**config.mk**
```make
export PLATFORM = sky130hd
export DESIGN_NAME = freq_step_scheduler
export DESIGN_NICKNAME = d
export VERILOG_FILES = /design/src/rtl/freq_step_scheduler.sv
export SDC_FILE = /design/constraint.sdc
export NUM_CORES = 1
export LEC_CHECK = 0
export ABC_AREA = 1
export CAP_MARGIN = 20
export CORE_ASPECT_RATIO = 2
export CORE_MARGIN = 2
export CORE_UTILIZATION = 45
export CTS_BUF_LIST = sky130_fd_sc_hd__clkbuf_16
export CTS_CLUSTER_SIZE = 8
export DETAILED_ROUTE_END_ITERATION = 6
export PLACE_DENSITY = 0.58
export SYNTH_ARGS = -nofsm -noshare
export SYNTH_HDL_FRONTEND = slang
export SYNTH_SLANG_ARGS = --single-unit
```
**constraint.sdc**
```tcl
create_clock -name clk -period 5.1 [get_ports clk]
set_input_delay 1.02 -clock clk [delete_from_list [all_inputs] [get_ports clk]]
set_output_delay 1.02 -clock clk [all_outputs]
set_load 0.03 [all_outputs]
```
**src/rtl/freq_step_scheduler.sv**
```systemverilog
// -----------------------------------------------------------------------------
// freq_step_scheduler
//
// Steps a shared clock divider through a table of (divisor, dwell) entries.
// Each entry produces `dwell` output ticks spaced `divisor` clk cycles apart,
// then the scheduler moves to the next entry. It either wraps to entry 0
// (loop_en=1) or finishes with a one-cycle `done` pulse.
//
// Ports
//   clk        system clock, all logic on posedge
//   reset      synchronous, active-high; table contents are retained
//   cfg_we     table write strobe (honoured only while idle)
//   cfg_addr   table entry index
//   cfg_div    divisor for the entry (clk cycles per tick)
//   cfg_dwell  dwell for the entry (ticks per step)
//   start      pulse: begin a sweep at entry 0
//   stop       pulse: abort a sweep
//   loop_en    1 = wrap from the last entry back to entry 0
//   busy       sweep in progress
//   done       one-cycle pulse after a non-looping sweep completes
//   step_idx   index of the current entry
//   tick       one-cycle strobe every `div` cycles while running
//   wave       square wave, toggles on every tick
//   dbg_state  current FSM state (IDLE=0, LOAD=1, RUN=2)
//
// Control handshake: start and stop are single-cycle requests with no ready
// return. start is acted on only while idle. stop is acted on in any busy
// state. When both are high together, stop wins and start is dropped. The
// outcome is visible on busy in the next cycle.
// -----------------------------------------------------------------------------
module freq_step_scheduler #(
  parameter int NUM_STEPS = 8,
  parameter int DIV_W     = 24,
  parameter int DWELL_W   = 8,
  localparam int IDX_W    = (NUM_STEPS > 1) ? $clog2(NUM_STEPS) : 1
) (
  input  logic               clk,
  input  logic               reset,
  input  logic               cfg_we,
  input  logic [IDX_W-1:0]   cfg_addr,
  input  logic [DIV_W-1:0]   cfg_div,
  input  logic [DWELL_W-1:0] cfg_dwell,
  input  logic               start,
  input  logic               stop,
  input  logic               loop_en,
  output logic               busy,
  output logic               done,
  output logic [IDX_W-1:0]   step_idx,
  output logic               tick,
  output logic               wave,
  output logic [1:0]         dbg_state
);

  typedef enum logic [1:0] {
    S_IDLE = 2'd0,
    S_LOAD = 2'd1,
    S_RUN  = 2'd2
  } state_t;

  state_t state, state_n;

  logic [DIV_W-1:0]   div_tab   [NUM_STEPS];
  logic [DWELL_W-1:0] dwell_tab [NUM_STEPS];

  logic [DIV_W-1:0]   div_r, div_cnt, div_eff;
  logic [DWELL_W-1:0] dwell_r, dwell_cnt, dwell_eff;
  logic [IDX_W-1:0]   idx_r, idx_n;
  logic               wave_r, done_r;
  logic               tick_c, step_end, last_step, finish;
  logic               addr_ok, cfg_ok;

  // When the index width exactly covers the table, every address is valid.
  if ((2 ** IDX_W) == NUM_STEPS) begin : g_addr_full
    assign addr_ok = 1'b1;
  end else begin : g_addr_part
    assign addr_ok = ({{(32-IDX_W){1'b0}}, cfg_addr} < NUM_STEPS);
  end

  assign cfg_ok = cfg_we && addr_ok && (state == S_IDLE) && !reset;

  // Table storage has no reset so its contents survive a reset.
  always_ff @(posedge clk) begin
    if (cfg_ok) begin
      div_tab[cfg_addr]   <= cfg_div;
      dwell_tab[cfg_addr] <= cfg_dwell;
    end
  end

  // Sanitised entry values: a divisor below 2 cannot produce a tick/wave,
  // and a zero dwell would never end the step.
  assign div_eff   = (div_tab[idx_r] < DIV_W'(2)) ? DIV_W'(2) : div_tab[idx_r];
  assign dwell_eff = (dwell_tab[idx_r] == '0) ? DWELL_W'(1) : dwell_tab[idx_r];

  assign tick_c    = (state == S_RUN) && (div_cnt == div_r - DIV_W'(1));
  assign step_end  = tick_c && (dwell_cnt == dwell_r - DWELL_W'(1));
  assign last_step = (idx_r == IDX_W'(NUM_STEPS - 1));

  always_comb begin
    state_n = state;
    idx_n   = idx_r;
    finish  = 1'b0;
    case (state)
      S_IDLE: begin
        if (start && !stop) begin
          state_n = S_LOAD;
          idx_n   = '0;
        end
      end
      S_LOAD: begin
        if (stop) begin
          state_n = S_IDLE;
          idx_n   = '0;
        end else begin
          state_n = S_RUN;
        end
      end
      S_RUN: begin
        if (stop) begin
          state_n = S_IDLE;
          idx_n   = '0;
        end else if (step_end) begin
          if (!last_step) begin
            state_n = S_LOAD;
            idx_n   = idx_r + IDX_W'(1);
          end else if (loop_en) begin
            state_n = S_LOAD;
            idx_n   = '0;
          end else begin
            state_n = S_IDLE;
            idx_n   = '0;
            finish  = 1'b1;
          end
        end
      end
      default: begin
        state_n = S_IDLE;
        idx_n   = '0;
      end
    endcase
  end

  always_ff @(posedge clk) begin
    if (reset) begin
      state     <= S_IDLE;
      idx_r     <= '0;
      div_r     <= '0;
      dwell_r   <= '0;
      div_cnt   <= '0;
      dwell_cnt <= '0;
      wave_r    <= 1'b0;
      done_r    <= 1'b0;
    end else begin
      state  <= state_n;
      idx_r  <= idx_n;
      done_r <= finish;

      // LOAD restarts the divider phase for the new entry.
      if (state == S_LOAD) begin
        div_r     <= div_eff;
        dwell_r   <= dwell_eff;
        div_cnt   <= '0;
        dwell_cnt <= '0;
      end else if (state == S_RUN) begin
        div_cnt <= tick_c ? '0 : div_cnt + DIV_W'(1);
        if (tick_c) begin
          dwell_cnt <= dwell_cnt + DWELL_W'(1);
        end
      end

      // wave holds across LOAD and is parked low whenever the sweep ends.
      if (state_n == S_IDLE) begin
        wave_r <= 1'b0;
      end else if (tick_c) begin
        wave_r <= ~wave_r;
      end
    end
  end

  assign busy      = (state != S_IDLE);
  assign done      = done_r;
  assign step_idx  = idx_r;
  assign tick      = tick_c;
  assign wave      = wave_r;
  assign dbg_state = state;

endmodule

```
After elaboration in Yosys (flattened, before gate mapping)
Memories as Yosys holds them, arrays and structs flattened. A register that Yosys moved wholly into a read port is not among the register bits.
Index checks and enable logic that the tools add are counted.

cells by class
  add/subtract/negate cells = 5
  $lt $le $gt $ge = 1
  equality and inequality tests = 8
  mux-type cells = 23
  bitwise logic cells = 4
  reductions and logical operators = 16

operator list
  cell                     number
  $mux W24                 2
  $mux W3                  9
  $add A24 B1 Y24 const B  1
  $eq A24 B24 Y1           1
  $lt A24 B2 Y1 const B    1
  $sub A24 B1 Y24 const B  1
  $pmux W3 S3              1
  $add A8 B1 Y8 const B    1
  $eq A8 B8 Y1             1
  $logic_not A8 Y1         1
  $mux W2                  4
  $mux W8                  1
  $sub A8 B1 Y8 const B    1
  $pmux W2 S3              1
  $logic_and A1 B1 Y1      5
  $mux W1                  5
  $reduce_or A5 Y1         1
  $logic_not A2 Y1         2
  $not A1 Y1               4
  $reduce_or A2 Y1         2
  $add A3 B1 Y3 const B    1
  $eq A3 B3 Y1 const B     1
  $ne A3 B3 Y1 const B     1
  $reduce_and A3 Y1        1
  7 further kinds          8

storage, ports and cells
  bits in registers = 71
  bits in writable memories = 256
  input port bits = 41
  word-level logic and storage cells = 67
  memories kept = 2

memories
  memory     words  bits a word  rd ports  clocked after Yosys merged registers in  write ports  RTL line  RTL
  div_tab    8      24           1         1                                        1            62        logic [DIV_W-1:0] div_tab [NUM_STEPS];
  dwell_tab  8      8            1         1                                        1            63        logic [DWELL_W-1:0] dwell_tab [NUM_STEPS];

Longest topological paths before layout
Gate-level depths: netlist of the first run.

  word-level depth = 9
  depth in mapped cells = 18
  depth with buffers taken out = 18

Least setup slack after synthesis of the first run
No wires, ideal clock.

  kind = in2reg
  start point = input port reset
  end point = memory div_tab[0][0] (enable)
  library setup time = 0.461 ns
  data arrival time = 3.632 ns
  required time = 4.639 ns
  path slack = 1.007 ns
  cell stages on the path = 5
  path through = clkinv_1 > nand2_1 > nor2_1 > nand2_1 > nor3_1

on the way
  word-level cells in the longest chain between the ends = 4

RTL lines
  element                        RTL line  RTL
  start: declaration             38        input logic reset,
  $logic_not A1 Y1               79        assign cfg_ok = cfg_we && addr_ok && (state == S_IDLE) && !reset;
  $logic_and A1 B1 Y1            79
  $mux W1                        83        if (cfg_ok) begin
  $mux W1 (not written as such)  84        div_tab[cfg_addr] <= cfg_div;
  end: declaration               62

No other way between the ends.

Final worst setup path of the first run
  start point = register div_r[0]
  end point = output port tick

on the way
  word-level cells in the longest chain between the ends = 3

RTL lines
  element                   RTL line  RTL
  start: declaration        65        logic [DIV_W-1:0] div_r, div_cnt, div_eff;
  start signal: assignment  159       div_r <= div_eff;
  $sub A24 B1 Y24           94        assign tick_c = (state == S_RUN) && (div_cnt == div_r - DIV_W'(1));
  $eq A24 B24 Y1            94
  $logic_and A1 B1 Y1       94
  end: declaration          49        output logic tick,

No other way between the ends.

==> results.toml, run 1 <==
[sta]
final.setup.tns_ps = 0
fin_ws_ps = 722.2
tightest_slew_ps = 927.7
slew_viol_final = 0
min_period_ps = 4378
max_clock_freq_mhz = 228.4
hold_viol_final = 0
skew_ps = 10.67
rsz0062_at_grt = "no"
fin_crit_sh_pct = 85.84
slew_headroom_pct = 37.68
setup_viol = 0

[floorplan]
die_w_um = 130.7
die_height_um = 257.4
io_pins = 50
initial_core_util_pct = 45.80
row_count = 92
fp.coreArea_um2 = 31540
die_area_um2 = 33640

[clocking]
clockBufferDepth = 3
htreeDepth = 2
cts_hold_buf = 0
cts_tree = "yes"
clkTransAtPathRegs_ps = 50
post_cts_resized = 0
cts_sinks = 330
post_cts_buffers = 0
cts_made_buffers = 47
ctsRootBufferMaster = "clkbuf_16"
clock_latency_ps = 560

[yosys]
syn_inst = 1388
ys_seq_elements = 330
yosysSeqAreaShare_pct = 63.47
mappedNetlistArea_um2 = 14450
synth_fp_nets = 1435
synth_area_leaders = "edfxtp_1 (53%), dfxtp_1 (10%), nor2_1 (6.2%)"
yosysWarnings = 0
synth.distinct_cells = 51
yosysTopAreaCellShare_pct = 53.21
yosys.area.top_type = "edfxtp_1"
syn_avg_cell_area_um2 = 10.41

[critical_path]
crit_path_end_kind = "primary output"
path_class = "reg2out"
worstPathRequired_ps = 4080
cp.arrival_ps = 3360
crit_fanout = 7
r2r_slack_ps = 1420
crit_path_start_kind = "register"

[worst_hold_path]
hp-class = "reg2reg"

[finish]
antenna_cells = 0
nets = 1503
fillers = 2833
layout_commonest_cell = "edfxtp_1"
layout-drive-gt1-share_pct = 8.844
area_delta_synth_final_pct = 16.66
layout_common_cells = "edfxtp_1 (256), nor2_1 (231), nand2_1 (197)"

[routing]
routed_via_density = 5.464
vias = 10344
drtPass1Iterations = 5
wl_um = 39420
postRouteAntennaNets = 0
wire_per_inst_um = 20.82
dr.first_iter.drc_count = 632
drcViolationCount = 0

[placed_design]
gp_congestion = 0.9419
io_buffers = 49
dpl.hpwl_um = 26470
dp_slack_ps = 1263

[pwr]
cellLeakagePower_nw = 6.114
p_per_area_nw_per_um2 = 388.4
power_mw = 6.546
max-vdd-ir-drop_v = 0.0002903

[grt]
global_route.usage.total_pct = 23.73
grt.overflow.total = 0
grt_first_pass_wirelength_um = 59200
grt_max_degree = 129
antenna_found_initial = 1
grt_pass1_vias = 10429

[run]
drv_cap = 0

[outcome]
status = "finished clean"
[metal layers]
layer | GRT usage [%] | part of all wire (%) | vias to the layer above
li1 | - | - | 4976
met1 | 24.94 | 36 | 5018
met2 | 44.05 | 55 | 247
met3 | 3.597 | 3.7 | 101
met4 | 12.80 | 5.3 | 2
met5 | 0 | 0.033 | -
[kinds of logic (layout without fill, tap and decap cells)]
kind of cell | after synthesis | count (layout) | synth area share [%]
and+or+nand+nor | 562 | 562 | 17.00
DFF | 330 | 330 | 63.47
AOI/OAI and AO/OA | 274 | 274 | 11.19
buffers and inverters | 159 | 241 | 4.304
xor gates and xnor gates | 50 | 50 | 3.031
muxes | 7 | 7 | 0.4850
adders and majority gates | 6 | 6 | 0.5196
[sequential cells by signal (all words and copies together), names as in the netlist, named ones only]
register / count
div_r: 24
step_idx: 3
dwell_r: 8
div_tab: 192
div_cnt: 24
done: 1
dwell_tab: 64
dbg_state: 2
wave: 1
dwell_cnt: 8
[cell usage after synthesis (all sizes together)]
library cell / count
mux2i: 7
or3: 1
o31ai: 2
o221ai: 24
nand2b: 1
edfxtp: 256
o32ai: 1
clkbuf: 40
dfxtp: 74
buf: 16
o21a: 1
o21ai: 169
and2: 1
xor2: 35
nor3b: 7
nand4: 22
nor2: 250
nor3: 16
o21bai: 2
a31oi: 3
ha: 6
clkinv: 4
a21oi: 13
a221oi: 2
nand3b: 4
a32oi: 2
a211oi: 4
nand3: 51
nand2: 204
o22ai: 51
or2: 4
inv: 99
nor4: 1
xnor2: 15
[layout make-up]
type	count	area (µm²)	share of cell area [%]
sequential	330	9174	54.44
multi-input combinational	899	4711	27.95
clock buffer	48	1201	7.127
timing repair buffer	75	723.2	4.291
tap	423	529.3	3.141
inverter	103	389.1	2.309
clock inverter	15	125.1	0.7424
[stage by stage]
stage / std cells / cell area [µm²] / hold WS, ps / utilization (%)
2_1_floorplan: 1388 / 14450 / 447.3 / -
6_report: 1893 / 16850 / 480.6 / 53.43
4_1_cts: 1893 / 16850 / 483.2 / 53.43
3_5_place_dp: 1830 / 15530 / 471.4 / 49.23
5_1_grt: 1893 / 16850 / 519.9 / 53.43
3_3_place_gp: 1830 / 15530 / 467.7 / 49.23
[critical path, stage by stage (launching register included)]
cell and delay (ps):
dfxtp_1 320, inv_1 110, ha_1 300, nand2_2 110
nor2_4 230, nand2_1 80, nand2_1 60, nand2_1 90
nor2_1 100, nand2_1 80, nor2_1 110, nand2_1 150
nor2_2 140, nand3_2 150, inv_1 90, clkdlybuf4s50_1 660
[report_power, final]
part           internal [mW]  switching [mW]  total [mW]
Sequential              2.94          0.0274        2.97
Combinational          0.235           0.527       0.762
Clock                   1.71            1.10        2.81
Total                   4.89            1.65        6.55
[final timing paths]
kind / end / depth (start not counted) / startpoint
worst max-delay path: tick / 15 / div_r[0]
worst min-delay path: dwell_cnt[6] / 2 / dwell_cnt[6]
worst max register to register: div_r[14] / 10 / register
worst min register to register: dwell_cnt[6] / 2 / dwell_cnt[6]
No activity file was read; power rests on OpenSTA's default activity.
==> run 2, diff against run 1 <==
--- a/config.mk
+++ b/config.mk
@@ -5,7 +5,6 @@
 export SDC_FILE = /design/constraint.sdc
 export NUM_CORES = 1
 export LEC_CHECK = 0
-export ABC_AREA = 1
 export CAP_MARGIN = 20
 export CORE_ASPECT_RATIO = 2
 export CORE_MARGIN = 2
==> constraint.sdc (replaced) <==
create_clock -name clk -period 4.1 [get_ports clk]
set_input_delay 0.82 -clock clk [delete_from_list [all_inputs] [get_ports clk]]
set_output_delay 0.82 -clock clk [all_outputs]
set_load 0.03 [all_outputs]
==> run 2 against run 1 <==
Compared with the run above: clock skew increased by 8.1 ps; hold slack improved by 22 ps; register-to-register slack got worse by 1500 ps; largest power group unchanged; sequential power increased by 24%; the flow now finishes with violations (setup timing); sequential share of layout area increased by 0.76 points; power increased by 14%; die area decreased by 5.6%; worst setup slack got worse by 970 ps; synthesized cell count decreased by 37%.
==> results.toml, run 2 <==
[yosys]
ys_top_cells_by_count = "edfxtp_1 (256), dfxtp_1 (74), nor2_1 (65)"
synth_ff_type = "edfxtp_1"
mappedNetlistArea_um2 = 13620
synth_edf_count = 256
ys_seq_elements = 330
synth.most_common_cell = "edfxtp_1"
synth.distinct_cells = 58
synth_area_leaders = "edfxtp_1 (56%), dfxtp_1 (11%), mux4_2 (11%)"
ys_async_sr_fraction_pct = 0
yosysSeqAreaShare_pct = 67.30
synth_fp_nets = 923
yosysWarnings = 0
yosys.area.top_type = "edfxtp_1"
syn_inst = 876
syn_avg_cell_area_um2 = 15.55
yosysTopAreaCellShare_pct = 56.43

[run]
drv_cap = 0

[pwr]
cellLeakagePower_nw = 5.486
p_sw_mw = 1.564
p_comb_share_pct = 5.3
max-vdd-ir-drop_v = 0.0003728
switching_share_pct = 20.91
internal_power_mw = 5.915
power_frac_clock_pct = 45.6
seq_power_share_pct = 49.1
p_per_area_nw_per_um2 = 449.8

[sta]
skew_ps = 18.78
max_clock_freq_mhz = 230.3
hold_viol_final = 0
final.setup.tns_ps = -538.7
setup_viol = 5
hold_slack_ps = 502.9
slew_viol_final = 0
min_period_ps = 4343
tightest_slew_ps = 900.7
slew_headroom_pct = 39.40
fin_ws_ps = -242.8
fin_crit_sh_pct = 105.9
rsz0062_at_grt = "yes"

[floorplan]
io_pins = 50
initial_core_util_pct = 45.48
row_count = 90
die_w_um = 127.0
die_height_um = 250.1
fp.coreArea_um2 = 29950
die_area_um2 = 31770

[grt]
grt_pass1_vias = 8385
antenna_found_initial = 0
grt.overflow.total = 0
grt_max_degree = 33
global_route.usage.total_pct = 19.77
grt_first_pass_wirelength_um = 48110

[routing]
drcViolationCount = 0
wire_per_inst_um = 21.53
drtPass1Iterations = 4
routed_via_density = 5.685
wl_um = 30520
vias = 8055
postRouteAntennaNets = 0
dr.first_iter.drc_count = 434

[finish]
layout-drive-gt1-share_pct = 23.55
area_delta_synth_final_pct = 22.04
layout_commonest_cell = "edfxtp_1"
stdcell_area_um2 = 16630
top_register = "div_tab"
antenna_cells = 0
nets = 1070
layout_common_cells = "edfxtp_1 (256), dfxtp_1 (69), buf_4 (68)"
largest_reg_flops = 192
largestRegisters = "div_tab: 192 flops, dwell_tab: 64 flops"
instances_no_fill = 1417

[clocking]
cts_made_buffers = 47
cts_tree = "yes"
ctsRootBufferMaster = "clkbuf_16"
cts_sinks = 330
clkTransAtPathRegs_ps = 50
clockBufferDepth = 3
cts_hold_buf = 0
htreeDepth = 2
clock_latency_ps = 550

[placed_design]
dp.cells = 1298
gp_congestion = 0.8919
dpl.hpwl_um = 18300
dp_slack_ps = 0.07350
io_buffers = 49
placed_cell_area_um2 = 14820

[worst_hold_path]
hp-class = "reg2reg"

[critical_path]
path_class = "reg2out"
worstPathRequired_ps = 3280
crit_path_start_kind = "register"
cp.arrival_ps = 3520
crit_fanout = 2
crit_path_end_kind = "primary output"

[outcome]
failed_checks = "setup timing"
status = "finished with violations"
## run 2: changes by cell type after synthesis, moves of 48 or more
cell,previous run,this run
nor2_1,237,65
nand2_1,197,55
o21ai_0,152,29
inv_1,96,14
mux4_2,0,64
o22ai_1,51,3
## run 2: what timing repair did
action / CTS / global route
pin swaps: 8 / 3
gates resized for setup: 19 / 20
endpoints found under the setup margin: 1 / 28
buffers inserted: 42 / 4
## run 2: critical path, stage by stage (launching register included)
cell and delay (ps):
dfxtp_2 330, inv_2 70, buf_6 100, ha_4 120
or3b_4 370, or4b_4 510, or4_4 540, a211oi_4 240
o2111ai_2 150, or3_4 380, inv_2 60, buf_6 120
## run 2: final cells by class
cell class / count / area, µm²
fillers: 2395 / 13330
flip-flops and latches: 330 / 9178
well taps: 368 / 460.4
clock buffers: 48 / 1201
inverters: 15 / 56.30
repair buffers: 133 / 1217
multi-input cells: 496 / 4390
clock inverters: 27 / 122.6
## run 2: through the flow
stage,power [mW],utilization [%]
final,7.479,55.51
after CTS,7.534,55.18
after detailed placement,4.057,49.49
after global placement,4.046,49.49
after global routing,7.716,55.51
after floorplan,3.905,-
## run 2: final timing paths
kind                            startpoint      endpoint  slack [ps]  cells past startpoint
worst min-delay path             div_r[22]     div_r[22]         500                      2
worst min register to register   div_r[22]     div_r[22]         500                      2
worst max register to register    div_r[1]  dwell_cnt[7]        -130                     20
worst max-delay path              div_r[1]          tick        -240                     11
## run 2: cell families after synthesis
| family | synth area share, % |
|---|---|
| multiplexers | 13.62 |
| flip-flops | 67.30 |
| buffers and inverters | 1.488 |
| AND/OR/NAND/NOR | 9.102 |
| AO/OA/AOI/OAI | 4.207 |
| XOR/XNOR | 3.729 |
| adder cells (fa/ha/maj) | 0.5511 |
## run 2: power by group through the flow
stage | combinational, mW | clock, mW | sequential (mW)
after floorplan | 0.171 | 0 | 3.73
after global placement | 0.312 | 0 | 3.73
after detailed placement | 0.321 | 0 | 3.74
after CTS | 0.378 | 3.48 | 3.67
after global routing | 0.426 | 3.62 | 3.67
final | 0.393 | 3.41 | 3.67
## run 2: routing by layer
| layer | global-route usage, % | part of all wire, % | up-vias |
|---|---|---|---|
| li1 | - | - | 3731 |
| met1 | 25.57 | 42 | 4108 |
| met2 | 34.59 | 52 | 166 |
| met3 | 2.691 | 3.3 | 50 |
| met4 | 6.122 | 2.3 | 0 |
| met5 | 0 | 0 | - |
==> run 3, diff against run 2 <==
--- a/config.mk
+++ b/config.mk
@@ -7,12 +7,12 @@
 export LEC_CHECK = 0
 export CAP_MARGIN = 20
 export CORE_ASPECT_RATIO = 2
-export CORE_MARGIN = 2
 export CORE_UTILIZATION = 45
 export CTS_BUF_LIST = sky130_fd_sc_hd__clkbuf_16
 export CTS_CLUSTER_SIZE = 8
 export DETAILED_ROUTE_END_ITERATION = 6
 export PLACE_DENSITY = 0.58
+export SLEW_MARGIN = 20
 export SYNTH_ARGS = -nofsm -noshare
 export SYNTH_HDL_FRONTEND = slang
 export SYNTH_SLANG_ARGS = --single-unit
==> run 3 against run 2 <==
Compared with the run above: the run ends with DRC, setup timing left; final cell count fell by 0.71%; global-route usage is 1.1 points higher; final area is essentially flat; critical path depth decreased by 1; sequential cell count unchanged; wire length rose by 2.2%; critical path type unchanged; highest routed layer unchanged.
==> results.toml, run 3 (synthesized netlist as in run 2, its figures left out) <==
[outcome]
status = "finished with violations"
failed_checks = "DRC, setup timing"

[sta]
final.setup.tns_ps = -360.9
max_clock_freq_mhz = 227.5
fin_crit_sh_pct = 107.2
fin_ws_ps = -296.3
hold_viol_final = 0
setup_viol = 2
tightest_slew_ps = 852.2
slew_headroom_pct = 42.66
min_period_ps = 4396
hold_slack_ps = 480.1
slew_viol_final = 0
rsz0062_at_grt = "yes"
skew_ps = 11.16

[critical_path]
crit_buf_inv = 3
worstPathRequired_ps = 3280
crit_chain = "inv_4 > ha_4 > or3b_4 > or4b_4 > or4_4 > a211oi_4 > o2111ai_4 > or3_4 > inv_2 > buf_6"
crit_path_end_kind = "primary output"
crit_path_start_kind = "register"
crit_fanout = 2
path_class = "reg2out"
crit_family = "simple AND/OR/NAND/NOR gates"
crit_path_top_delay_cell = "or4_4"
critical-path-max-stage-delay_ps = 510
cp.arrival_ps = 3580

[routing]
wl_um = 31200
postRouteAntennaNets = 0
drcViolationCount = 12
routed_via_density = 5.660
wire_per_inst_um = 22.17
vias = 7963
dr.first_iter.drc_count = 352
drtPass1Iterations = 7

[pwr]
seq_power_share_pct = 49.5
cellLeakagePower_nw = 5.448
p_comb_share_pct = 5.1
max-vdd-ir-drop_v = 0.0003346
p_sw_mw = 1.561
power_mw = 7.410
internal_power_mw = 5.849
switching_share_pct = 21.07
power_frac_clock_pct = 45.3
p_per_area_nw_per_um2 = 445.3

[floorplan]
row_count = 89
die_area_um2 = 31010
io_pins = 50
die_w_um = 125.0
die_height_um = 248.1
fp.coreArea_um2 = 29620
initial_core_util_pct = 45.99

[grt]
grt_max_degree = 33
grt.overflow.total = 0
grt_first_pass_wirelength_um = 48460
grt_pass1_vias = 8527
antenna_found_initial = 1
global_route.usage.total_pct = 20.92

[finish]
fillers = 2410
multi_input_area_um2 = 4374
largest_reg_flops = 192
seq_area_um2 = 9178
layout-drive-gt1-share_pct = 23.63
area_delta_synth_final_pct = 22.15
layout_commonest_cell = "edfxtp_1"
top_register = "div_tab"
layout_common_cells = "edfxtp_1 (256), dfxtp_1 (69), mux4_2 (64)"
nets = 1074
largestRegisters = "div_tab: 192 flops, dwell_tab: 64 flops"

[worst_hold_path]
hp-class = "reg2reg"

[clocking]
cts_sinks = 330
ctsRootBufferMaster = "clkbuf_16"
clockBufferDepth = 3
htreeDepth = 2
clkTransAtPathRegs_ps = 50
clock_latency_ps = 540
cts_made_buffers = 47
cts_tree = "yes"
cts_hold_buf = 0

[placed_design]
dpl.hpwl_um = 19710
io_buffers = 49
gp_congestion = 0.8306

[run]
drv_cap = 0
## run 3: cell count changes in the layout (fill, tap and decap cells not counted), sizes merged
cell	previous run	this run
buf	85	89
inv	39	27
clkinv	2	3
diode	0	2
clkbuf	48	47
## run 3: layer usage
metal  vias up  wire, µm  track usage, %
met5         -         0               0
met4         0      1271           10.72
met3        69       982           2.749
met2       140     17080           39.50
met1      4025     11860           22.83
li1       3729         -               -
## run 3: cell type report
type                       instances  area share (%)
clock buffer                      47           7.068
sequential                       330           55.15
multi-input combinational        496           26.29
clock inverter                    16          0.5338
antenna                            2         0.03008
inverter                          15          0.3684
tap                              364           2.737
timing repair buffer             137           7.827
## run 3: repair_timing
| item | in CTS | in global routing |
|---|---|---|
| setup endpoints to repair | 1 | 8 |
| pin swaps | 8 | 5 |
| setup buffers | 36 | 4 |
| gates resized for setup | 24 | 16 |
## run 3: per-stage QoR
step / setup WS [ps] / cells / util [%] / area [µm²]
2_1_floorplan: 17.26 / 876 / - / 13620
3_3_place_gp: -26.23 / 1303 / 50.38 / 14920
3_5_place_dp: -52.77 / 1303 / 50.38 / 14920
4_1_cts: -312.1 / 1402 / 55.87 / 16550
5_1_grt: -355.1 / 1406 / 56.17 / 16640
6_report: -296.3 / 1407 / 56.18 / 16640
## run 3: power by group through the flow
stage / sequential [mW] / clock, mW / combinational, mW
2_1_floorplan: 3.73 / 0 / 0.171
3_3_place_gp: 3.73 / 0 / 0.334
3_5_place_dp: 3.74 / 0 / 0.340
4_1_cts: 3.67 / 3.43 / 0.366
5_1_grt: 3.67 / 3.56 / 0.411
6_report: 3.67 / 3.36 / 0.380
## run 3: path summary, 6_finish.rpt
path         endpoint     start  slack, ps  depth (start not counted)
min              wave      wave        480                          2
max              tick  div_r[0]       -300                         10
max reg2reg  div_r[0]  div_r[0]        -60                         34
min reg2reg      wave      wave        480                          2
## run 3: tightest hold or removal path, stage by stage, from the launching register on
cell and delay (ps):
dfxtp_1 320, nand2_1 60, a22oi_1 50
